<file path="config.mk">
export PLATFORM = sky130hd
export DESIGN_NAME = video_timing_gen_prog
export DESIGN_NICKNAME = d
export VERILOG_FILES = /design/src/rtl/video_timing_gen_prog.sv
export SDC_FILE = /design/constraint.sdc
export NUM_CORES = 1
export LEC_CHECK = 0
export ABC_AREA = 1
export BUFFER_PORTS_ARGS = -buffer_cell sky130_fd_sc_hd__buf_2
export CORE_MARGIN = 10
export CORE_UTILIZATION = 35
export DETAILED_ROUTE_END_ITERATION = 10
export SYNTH_ARGS = -nofsm -noshare
export SYNTH_HDL_FRONTEND = slang
export SYNTH_SLANG_ARGS = --single-unit
</file>
<file path="constraint.sdc">
create_clock -name clk -period 9 [get_ports clk]
set_input_delay 0.45 -clock clk [delete_from_list [all_inputs] [get_ports clk]]
set_output_delay 0.45 -clock clk [all_outputs]
set_load 0.005 [all_outputs]
</file>
<file path="src/rtl/video_timing_gen_prog.sv">
// Programmable raster timing generator: coordinates, active, syncs and line/frame strobes.
// New timing is staged in a shadow copy and takes effect only at a frame boundary.
module video_timing_gen_prog #(
    parameter int unsigned CW         = 11,
    parameter int unsigned LATENCY    = 1,
    parameter int unsigned H_RES_PIX  = 640,
    parameter int unsigned H_FN_PRCH  = 32,
    parameter int unsigned H_SYNC_PW  = 88,
    parameter int unsigned H_BK_PRCH  = 32,
    parameter int unsigned V_RES_PIX  = 480,
    parameter int unsigned V_FN_PRCH  = 10,
    parameter int unsigned V_SYNC_PW  = 5,
    parameter int unsigned V_BK_PRCH  = 10,
    parameter int unsigned H_SYNC_POL = 0,
    parameter int unsigned V_SYNC_POL = 0
) (
    input  logic          clk,
    input  logic          rst_n,
    input  logic          en,
    input  logic          cfg_load,
    input  logic [CW-1:0] cfg_h_act,
    input  logic [CW-1:0] cfg_h_fp,
    input  logic [CW-1:0] cfg_h_sw,
    input  logic [CW-1:0] cfg_h_bp,
    input  logic [CW-1:0] cfg_v_act,
    input  logic [CW-1:0] cfg_v_fp,
    input  logic [CW-1:0] cfg_v_sw,
    input  logic [CW-1:0] cfg_v_bp,
    input  logic          cfg_h_pol,
    input  logic          cfg_v_pol,
    output logic          cfg_pending,
    output logic          cfg_err,
    output logic [CW-1:0] hpos,
    output logic [CW-1:0] vpos,
    output logic          active,
    output logic          h_sync,
    output logic          v_sync,
    output logic          preload_line,
    output logic          line_start,
    output logic          frame_start
);
    localparam int unsigned TW = CW + 2;

    typedef struct packed {
        logic [CW-1:0] h_act;
        logic [CW-1:0] h_fp;
        logic [CW-1:0] h_sw;
        logic [CW-1:0] h_bp;
        logic [CW-1:0] v_act;
        logic [CW-1:0] v_fp;
        logic [CW-1:0] v_sw;
        logic [CW-1:0] v_bp;
        logic          h_pol;
        logic          v_pol;
    } cfg_t;

    typedef struct packed {
        logic [TW-1:0] htot;
        logic [TW-1:0] hs_beg;
        logic [TW-1:0] hs_end;
        logic [TW-1:0] vtot;
        logic [TW-1:0] vs_beg;
        logic [TW-1:0] vs_end;
    } tim_t;

    localparam cfg_t CfgDef = '{
        h_act: CW'(H_RES_PIX), h_fp: CW'(H_FN_PRCH), h_sw: CW'(H_SYNC_PW), h_bp: CW'(H_BK_PRCH),
        v_act: CW'(V_RES_PIX), v_fp: CW'(V_FN_PRCH), v_sw: CW'(V_SYNC_PW), v_bp: CW'(V_BK_PRCH),
        h_pol: 1'(H_SYNC_POL), v_pol: 1'(V_SYNC_POL)
    };
    localparam logic [TW-1:0] MaxTot = {2'b01, {CW{1'b0}}};

    function automatic logic [TW-1:0] ext(input logic [CW-1:0] v);
        return {2'b00, v};
    endfunction

    function automatic tim_t derive(input cfg_t c);
        tim_t t;
        t.hs_beg = ext(c.h_act) + ext(c.h_fp);
        t.hs_end = t.hs_beg + ext(c.h_sw);
        t.htot   = t.hs_end + ext(c.h_bp);
        t.vs_beg = ext(c.v_act) + ext(c.v_fp);
        t.vs_end = t.vs_beg + ext(c.v_sw);
        t.vtot   = t.vs_end + ext(c.v_bp);
        return t;
    endfunction

    cfg_t          cfg_q, sh_q, sh_d, in_cfg;
    tim_t          tim_q;
    logic [CW-1:0] hcnt_q, hcnt_d, vcnt_q, vcnt_d;
    logic          cfg_pending_q, pending_d, cfg_err_q;
    logic [TW-1:0] hcnt_x, vcnt_x, v_next, in_htot, in_vtot;
    logic          run, h_last, v_last, do_apply, cfg_valid, load_ok;
    logic          act_raw, hs_raw, vs_raw;
    logic [2:0]    dly_raw, dly_out;

    assign in_cfg = '{
        h_act: cfg_h_act, h_fp: cfg_h_fp, h_sw: cfg_h_sw, h_bp: cfg_h_bp,
        v_act: cfg_v_act, v_fp: cfg_v_fp, v_sw: cfg_v_sw, v_bp: cfg_v_bp,
        h_pol: cfg_h_pol, v_pol: cfg_v_pol
    };
    assign in_htot = ext(cfg_h_act) + ext(cfg_h_fp) + ext(cfg_h_sw) + ext(cfg_h_bp);
    assign in_vtot = ext(cfg_v_act) + ext(cfg_v_fp) + ext(cfg_v_sw) + ext(cfg_v_bp);
    assign cfg_valid = (cfg_h_act != '0) && (cfg_h_fp != '0) && (cfg_h_sw != '0)
                    && (cfg_h_bp != '0) && (cfg_v_act != '0) && (cfg_v_fp != '0)
                    && (cfg_v_sw != '0) && (cfg_v_bp != '0)
                    && (in_htot <= MaxTot) && (in_vtot <= MaxTot);
    assign load_ok = cfg_load && cfg_valid;

    assign hcnt_x   = ext(hcnt_q);
    assign vcnt_x   = ext(vcnt_q);
    assign h_last   = (hcnt_x == tim_q.htot - TW'(1));
    assign v_last   = (vcnt_x == tim_q.vtot - TW'(1));
    assign v_next   = v_last ? '0 : vcnt_x + TW'(1);
    // Idle generator may switch mode at once; a running one only on the last pixel of a frame.
    assign do_apply = cfg_pending_q && (!en || (h_last && v_last));

    always_comb begin
        hcnt_d = hcnt_q + CW'(1);
        vcnt_d = vcnt_q;
        if (!en) begin
            hcnt_d = '0;
            vcnt_d = '0;
        end else if (h_last) begin
            hcnt_d = '0;
            vcnt_d = v_last ? '0 : vcnt_q + CW'(1);
        end
    end

    always_comb begin
        sh_d      = sh_q;
        pending_d = cfg_pending_q;
        if (do_apply) pending_d = 1'b0;
        if (load_ok) begin
            sh_d      = in_cfg;
            pending_d = 1'b1;
        end
    end

    always_ff @(posedge clk or negedge rst_n) begin
        if (!rst_n) begin
            cfg_q         <= CfgDef;
            sh_q          <= CfgDef;
            tim_q         <= derive(CfgDef);
            hcnt_q        <= '0;
            vcnt_q        <= '0;
            cfg_pending_q <= 1'b0;
            cfg_err_q     <= 1'b0;
        end else begin
            hcnt_q        <= hcnt_d;
            vcnt_q        <= vcnt_d;
            sh_q          <= sh_d;
            cfg_pending_q <= pending_d;
            cfg_err_q     <= cfg_load && !cfg_valid;
            if (do_apply) begin
                cfg_q <= sh_q;
                tim_q <= derive(sh_q);
            end
        end
    end

    // Strobes and raw flags are forced idle while held in reset or disabled.
    assign run     = en & rst_n;
    assign act_raw = run && (hcnt_x < ext(cfg_q.h_act)) && (vcnt_x < ext(cfg_q.v_act));
    assign hs_raw  = run && (hcnt_x >= tim_q.hs_beg) && (hcnt_x < tim_q.hs_end);
    assign vs_raw  = run && (vcnt_x >= tim_q.vs_beg) && (vcnt_x < tim_q.vs_end);
    assign dly_raw = {act_raw, hs_raw, vs_raw};

    generate
        if (LATENCY == 0) begin : g_nodly
            assign dly_out = dly_raw;
        end else begin : g_dly
            logic [2:0] pipe_q [LATENCY];
            always_ff @(posedge clk or negedge rst_n) begin
                if (!rst_n) begin
                    for (int unsigned i = 0; i < LATENCY; i++) pipe_q[i] <= '0;
                end else if (!en) begin
                    for (int unsigned i = 0; i < LATENCY; i++) pipe_q[i] <= '0;
                end else begin
                    pipe_q[0] <= dly_raw;
                    for (int unsigned i = 1; i < LATENCY; i++) pipe_q[i] <= pipe_q[i-1];
                end
            end
            assign dly_out = pipe_q[LATENCY-1];
        end
    endgenerate

    assign active       = run & dly_out[2];
    assign h_sync       = (run & dly_out[1]) ? cfg_q.h_pol : ~cfg_q.h_pol;
    assign v_sync       = (run & dly_out[0]) ? cfg_q.v_pol : ~cfg_q.v_pol;
    assign preload_line = run && (hcnt_x == ext(cfg_q.h_act)) && (v_next < ext(cfg_q.v_act));
    assign line_start   = run && (hcnt_q == '0);
    assign frame_start  = line_start && (vcnt_q == '0);
    assign hpos         = hcnt_q;
    assign vpos         = vcnt_q;
    assign cfg_pending  = cfg_pending_q;
    assign cfg_err      = cfg_err_q;
endmodule

</file>
# Word level (Yosys, flattened, before mapping)

Index checks and enable logic that the tools add are counted.
Widths: inputs -> output; s select.

ROM bits: 0
Bits in latches: 0
Input port bits: 94
Output and inout bits: 30
RAM bits: 0
Word-level logic and storage cells: 109
Bits in registers: 219
Memories: 0

Multiplexer cells: 11
Magnitude comparators: 9
Reductions and logical operators: 37
Shifts and indexed selects: 0
Divide/modulo/power cells: 0
Multipliers: 0
Equality and inequality tests: 4
Add/sub/neg operators: 17
Bitwise operators: 6

Operators with widths:

| operator              | count |
|---|---|
| $reduce_bool 11->1    | 8 |
| $mux 11               | 5 |
| $add 12x11->13        | 4 |
| $add 13x11->13        | 4 |
| $add 11x11->12        | 4 |
| $eq 11x13->1          | 2 |
| $ge 11x13->1          | 2 |
| $le 13x12->1 const B  | 2 |
| $lt 11x13->1          | 2 |
| $sub 13x1->13 const B | 2 |
| $logic_and 1x1->1     | 23 |
| $add 11x1->11 const B | 2 |
| $logic_not 11->1      | 2 |
| $lt 11x11->1          | 2 |
| $add 11x1->12 const B | 1 |
| $lt 12x11->1          | 1 |
| $mux 12               | 1 |
| $eq 11x11->1          | 1 |
| $and 1x1->1           | 4 |
| $mux 1                | 4 |
| $mux 3                | 1 |
| $logic_not 1->1       | 2 |
| $ne 2x1->1 const B    | 1 |
| $not 1->1             | 2 |
| 2 further kinds       | 2 |

# Logic depth before layout (Yosys ltp)

Depth in word-level cells: 12
Mapped depth: 27
Depth with buffers taken out: 27

# Least setup slack after synthesis

No wires, ideal clock.

Path type: register to register
From: register sh_q[68] (netlist name)
To: register tim_q[77] (netlist name)
Data arrival time: 3775 ps
Path buffers: 0
Setup time: 117 ps
Setup slack: 5108 ps
Data required time: 8883 ps
Clock period less this slack: 3892 ps
Stages on the path, launching flop included: 28
Cells stage by stage: dfrtp_1 > ha_1 > fa_1 > nand3_1 > nand3_1 > a21oi_1 > nor2_1 > nor2_1 > xor2_1 > inv_1 > ha_1 > a21oi_1 > o21ai_0 > a21oi_1 > o21ai_0 > xor2_1 > ha_1 > nand2_1 > nor2_1 > nand3_1 > o2111ai_1 > nand2_1 > nand2_1 > nand2_1 > nand2_1 > nand2_1 > nand4_1 > nand2_1

Longest elaborated chain between the ends: 3

RTL lines:

| element                | line | source |
|---|---|---|
| start, declared        | 88   | `cfg_t cfg_q, sh_q, sh_d, in_cfg;` |
| start signal, assigned | 143  | `sh_q <= CfgDef;` |
| $add 11x11->12         | 79   | `t.hs_beg = ext(c.h_act) + ext(c.h_fp);` |
| $add 12x11->13         | 80   | `t.hs_end = t.hs_beg + ext(c.h_sw);` |
| $add 13x11->13         | 81   | `t.htot = t.hs_end + ext(c.h_bp);` |
| end signal, assigned   | 144  | `tim_q <= derive(CfgDef);` |
| end signal, assigned   | 157  | `tim_q <= derive(sh_q);` |
| end, declared          | 89   | `tim_t tim_q;` |

Every way passes these cells.
A chain may end at the register's enable or synchronous reset.

# Final worst setup path

From: input port cfg_h_act[1]
To: register sh_q[75] (netlist name)

Longest elaborated chain between the ends: 11
Elaborated cells on any way between the ends: 15
Those cells by class: 3 x add/sub; 1 x order compare; 11 x reduce/logical

RTL lines:

| element                                                                | line | source |
|---|---|---|
| start, declared                                                        | 21   | `input logic [CW-1:0] cfg_h_act,` |
| parallel branches: the longest is 8 deep, another holds $add 12x11->13 | --   |  |
| $logic_and 1x1->1 (*) (2 in series)                                    | 107  | `&& (in_htot <= MaxTot) && (in_vtot <= MaxTot);` |
| $logic_and 1x1->1 (*)                                                  | 108  | `assign load_ok = cfg_load && cfg_valid;` |

Every way passes the cells marked *.

==> load_flow_metrics.sql <==
INSERT INTO impl_metrics (metric_group, metric, value, unit) VALUES
('run_status', 'status', 'finished, final reports clean', ''),
('global_route', 'antenna_found_initial', '0', ''),
('timing', 'final-setup-viol-count', '0', ''),
('worst_setup_path', 'critical_path_arrival', '5.36', 'ns'),
('cts', 'post-cts-setup-buffers', '0', ''),
('die', 'io_pins', '124', ''),
('cts', 'htreeDepth', '1', ''),
('worst_setup_path', 'critical_path.n_buffers_inverters', '3', ''),
('synthesis', 'synth_seq_cells', '217', ''),
('cts', 'clkSinkCount', '217', ''),
('worst_setup_path', 'critical_path_peak_fanout', '92', ''),
('worst_setup_path', 'rr_endpoint', 'tim_q[38]$_DFFE_PN0P_', ''),
('synthesis', 'synth.area.top_cells', 'sky130_fd_sc_hd__dfrtp_1, sky130_fd_sc_hd__nand2_1, sky130_fd_sc_hd__ha_1', ''),
('cts', 'cts.repair.resized', '0', ''),
('placement', 'gpl.final_weighted_congestion', '0.8834', ''),
('worst_setup_path', 'timing_worst_setup_path_type', 'input pin to flop', ''),
('synthesis', 'synth.avg_cell_area', '7.784', 'µm²'),
('power', 'cellLeakagePower', '9.720', 'nW'),
('worst_setup_path', 'crit_path_top_delay_cell', 'sky130_fd_sc_hd__nand3_4', ''),
('die', 'floorplan.core_area', '48750', 'µm²'),
('routing', 'drt-pass1-iter-count', '7', ''),
('synthesis', 'synth.net_count', '2519', ''),
('hold_path', 'hp-start', 'cfg_v_bp[1]', ''),
('synthesis', 'synthArstFlopShare', '100.0', '%'),
('synthesis', 'post_synthesis_simple_gate_area_fraction', '29.55', '%'),
('cts', 'tritoncts', 'yes', ''),
('timing', 'max-slew-margin-rel', '22.10', '%'),
('finish', 'finish.net_count', '2590', ''),
('worst_setup_path', 'worst_setup_path_end_kind', 'flop', ''),
('synthesis', 'synth_top_family_by_area', 'simple AND/OR/NAND/NOR gates', ''),
('routing', 'wl_per_cell', '17.04', 'µm'),
('synthesis', 'xor_xnor_portion_of_the_synthesized_cell_area', '5.052', '%'),
('worst_setup_path', 'r2r_cells', '27', ''),
('global_route', 'grt_pass1_vias', '14980', ''),
('timing', 'fin_setup_tns', '0', 'ns'),
('routing', 'route.detailed.drc', '0', ''),
('routing', 'drt.antenna.violating_nets', '0', ''),
('power', 'vdd_ir_drop_max', '0.0002207', 'V'),
('placement', 'placed_area', '18180', 'µm²'),
('placement', 'quantity_of_i_o_buffers_inserted_on_ports', '123', ''),
('die', 'floorplan.initialDensity', '35.21', '%'),
('synthesis', 'flip_flop_cell_with_the_highest_count_after_synthesis', 'sky130_fd_sc_hd__dfrtp_1', ''),
('routing', 'drtIter0Drc', '1053', ''),
('cts', 'clk_pin_slew_worst_paths', '0.06', 'ns'),
('synthesis', 'netlist.area_leader.share', '23.33', '%'),
('timing', 'finalClockSkew', '0.009476', 'ns'),
('worst_setup_path', 'cp_top_family', 'simple AND/OR/NAND/NOR gates', ''),
('worst_setup_path', 'timing.critical_path.from_type', 'input pin', ''),
('global_route', 'track_usage', '17.25', '%'),
('synthesis', 'synth.area.mux_share', '0', '%'),
('placement', 'place.detailed.hpwl', '39.04', 'mm'),
('finish', 'layout.filler_cells', '5073', ''),
('synthesis', 'synth_sequential_area_ratio', '32.05', '%'),
('routing', 'drt-total-wl', '50.41', 'mm'),
('worst_setup_path', 'critical_path.cell_chain', 'buf_2, fa_1, fa_1, ha_1, inv_1, fa_1, nor3b_1, nand3_1, nor3_1, nand3_1, nor2_1, nand3_1, a21oi_4, buf_4, nand3_4, nand2_1, nand2_1', ''),
('timing', 'drv_slew', '0', ''),
('timing', 'final_min_period_over_clock_period', '55.05', '%'),
('timing', 'fin_worst_hold_slack', '0.1940', 'ns'),
('global_route', 'grt_overflow_total', '0', ''),
('synthesis', 'synth-edff-count', '0', ''),
('global_route', 'grt_pass1_wl', '81.00', 'mm'),
('die', 'die_area', '58300', 'µm²'),
('synthesis', 'netlist_area', '17160', 'µm²'),
('cts', 'worst_skew_pair.late_latency', '0.53', 'ns'),
('finish', 'final_layout_size_suffix_gt1_share', '10.99', '%'),
('worst_setup_path', 'worst-r2r-setup-slack', '4.39', 'ns'),
('worst_setup_path', 'crit_path_max_incr_delay', '0.96', 'ns'),
('job', 'cap_violations', '0', ''),
('synthesis', 'synthAdderAreaFrac', '18.22', '%'),
('synthesis', 'synthDominantAreaCellType', 'sky130_fd_sc_hd__dfrtp_1', ''),
('cts', 'max_buffers_root_to_sink', '3', '');
stage by stage:
stage	total power [mW]	setup WS [ns]	std cells	util, %
floorplan	5.794	5.108	2205	-
global placement	6.989	3.621	2913	37.30
detailed placement	7.089	3.468	2913	37.30
CTS	8.097	4.012	2958	38.91
global route	8.949	3.544	2958	38.91
finish	8.096	4.046	2958	38.91
synthesized netlist by cell type (4+ instances only):
library cell               instances
sky130_fd_sc_hd__nand3_1          83
sky130_fd_sc_hd__xnor2_1          31
sky130_fd_sc_hd__a21o_1           10
sky130_fd_sc_hd__fa_1             50
sky130_fd_sc_hd__nor3_1           30
sky130_fd_sc_hd__dfrtp_1         160
sky130_fd_sc_hd__o21ai_0          59
sky130_fd_sc_hd__buf_2            22
sky130_fd_sc_hd__nand3b_1          4
sky130_fd_sc_hd__nor2_2            5
sky130_fd_sc_hd__nand2_1         635
sky130_fd_sc_hd__xor2_1           68
sky130_fd_sc_hd__a31oi_1           7
sky130_fd_sc_hd__ha_1            170
sky130_fd_sc_hd__inv_1           230
sky130_fd_sc_hd__buf_4            28
sky130_fd_sc_hd__nand4_1         214
sky130_fd_sc_hd__buf_6            11
sky130_fd_sc_hd__a21oi_1         115
sky130_fd_sc_hd__inv_2             4
sky130_fd_sc_hd__o211ai_1          4
sky130_fd_sc_hd__dfstp_2          57
sky130_fd_sc_hd__nor2_1          125
sky130_fd_sc_hd__clkbuf_1         23
sky130_fd_sc_hd__nor4_1           16
sky130_fd_sc_hd__nor3b_1           4
sky130_fd_sc_hd__a211oi_1          4
per-layer routing:
| metal | routed length, µm | up-vias | global-route usage (%) |
|---|---|---|---|
| met3 | 2219 | 45 | 1.945 |
| met2 | 22920 | 349 | 27.86 |
| met5 | 0 | - | 0 |
| met1 | 24350 | 7164 | 24.23 |
| met4 | 918 | 0 | 4.001 |
| li1 | - | 7531 | - |
cell type report:
class	count	area [µm²]	share of cell area, %
tap	664	830.8	4.380
clock inverter	11	80.08	0.4222
clock buffer	33	695.7	3.668
multi-input combinational	1666	10280	54.19
inverter	235	882.1	4.651
sequential	217	5505	29.03
timing repair buffer	132	695.7	3.668
how the worst max path moves through the flow:
stage,start,to,cells past startpoint
floorplan,sh_q[68]$_DFFE_PN0P_,tim_q[77]$_DFFE_PN0P_,27
global placement,cfg_h_act[1],sh_q[81]$_DFFE_PN0P_,17
detailed placement,cfg_h_act[1],sh_q[26]$_DFFE_PN0P_,17
CTS,tim_q[26]$_DFFE_PN1P_,preload_line,17
global route,cfg_h_act[1],sh_q[21]$_DFFE_PN0P_,18
finish,cfg_h_act[1],sh_q[75]$_DFFE_PN0P_,17
worst reg2reg max path: stages (launching register included):
cell,delay (ns)
sky130_fd_sc_hd__dfrtp_1,0.43
sky130_fd_sc_hd__ha_1,0.23
sky130_fd_sc_hd__fa_1,0.41
sky130_fd_sc_hd__nand3_1,0.10
sky130_fd_sc_hd__nand2_1,0.11
sky130_fd_sc_hd__a21oi_1,0.18
sky130_fd_sc_hd__nor2_1,0.06
sky130_fd_sc_hd__nor2_1,0.11
sky130_fd_sc_hd__xor2_1,0.16
sky130_fd_sc_hd__inv_1,0.09
sky130_fd_sc_hd__ha_1,0.34
sky130_fd_sc_hd__a21oi_1,0.16
sky130_fd_sc_hd__o21ai_0,0.10
sky130_fd_sc_hd__a21oi_1,0.27
sky130_fd_sc_hd__o21ai_0,0.15
sky130_fd_sc_hd__xor2_1,0.20
sky130_fd_sc_hd__ha_1,0.38
sky130_fd_sc_hd__nand2_1,0.09
sky130_fd_sc_hd__nor2_1,0.14
sky130_fd_sc_hd__nand3_1,0.10
sky130_fd_sc_hd__o2111ai_1,0.16
sky130_fd_sc_hd__nand2_1,0.09
sky130_fd_sc_hd__nand2_1,0.11
sky130_fd_sc_hd__nand2_1,0.06
sky130_fd_sc_hd__nand2_1,0.08
sky130_fd_sc_hd__nand2_1,0.04
sky130_fd_sc_hd__nand4_1,0.08
sky130_fd_sc_hd__nand2_1,0.07
layout by cell type (no fill, tap or decap), types with 4 or more instances in the layout:
cell type,count
sky130_fd_sc_hd__xor2_1,68
sky130_fd_sc_hd__clkinvlp_4,4
sky130_fd_sc_hd__clkbuf_16,25
sky130_fd_sc_hd__nor4_1,16
sky130_fd_sc_hd__fa_1,50
sky130_fd_sc_hd__o211ai_1,4
sky130_fd_sc_hd__a211oi_1,4
sky130_fd_sc_hd__buf_4,8
sky130_fd_sc_hd__nand3_1,83
sky130_fd_sc_hd__clkbuf_1,4
sky130_fd_sc_hd__nand4_1,214
sky130_fd_sc_hd__xnor2_1,31
sky130_fd_sc_hd__dfrtp_1,159
sky130_fd_sc_hd__buf_2,122
sky130_fd_sc_hd__a21o_1,10
sky130_fd_sc_hd__nand3b_1,4
sky130_fd_sc_hd__nand2_1,634
sky130_fd_sc_hd__nor2_1,125
sky130_fd_sc_hd__inv_2,4
sky130_fd_sc_hd__o21ai_0,59
sky130_fd_sc_hd__nor3_1,30
sky130_fd_sc_hd__ha_1,170
sky130_fd_sc_hd__a21oi_1,114
sky130_fd_sc_hd__inv_1,230
sky130_fd_sc_hd__nor2_2,5
sky130_fd_sc_hd__dfstp_2,57
sky130_fd_sc_hd__a31oi_1,7
sky130_fd_sc_hd__clkbuf_8,4
sky130_fd_sc_hd__nor3b_1,4
registers in the layout, indices dropped and copies added, names as in the netlist:
register     flops
cfg_q           24
vpos            11
dly_out          3
tim_q           76
hpos            11
sh_q            90
cfg_err          1
cfg_pending      1
cells by family (layout without fill, tap and decap cells):
family | Yosys count | in the layout
simple gates | 1132 | 1132
xor+xnor | 99 | 99
flops | 217 | 217
compound gates | 215 | 215
fa+ha+maj | 220 | 220
buf+inv | 322 | 411
power breakdown:
group / switching [mW] / total [mW] / internal, mW
registers: 0.365 / 1.80 / 1.44
clock network: 0.422 / 0.968 / 0.546
logic: 3.37 / 5.33 / 1.95
(Power assumes the default switching activity.)
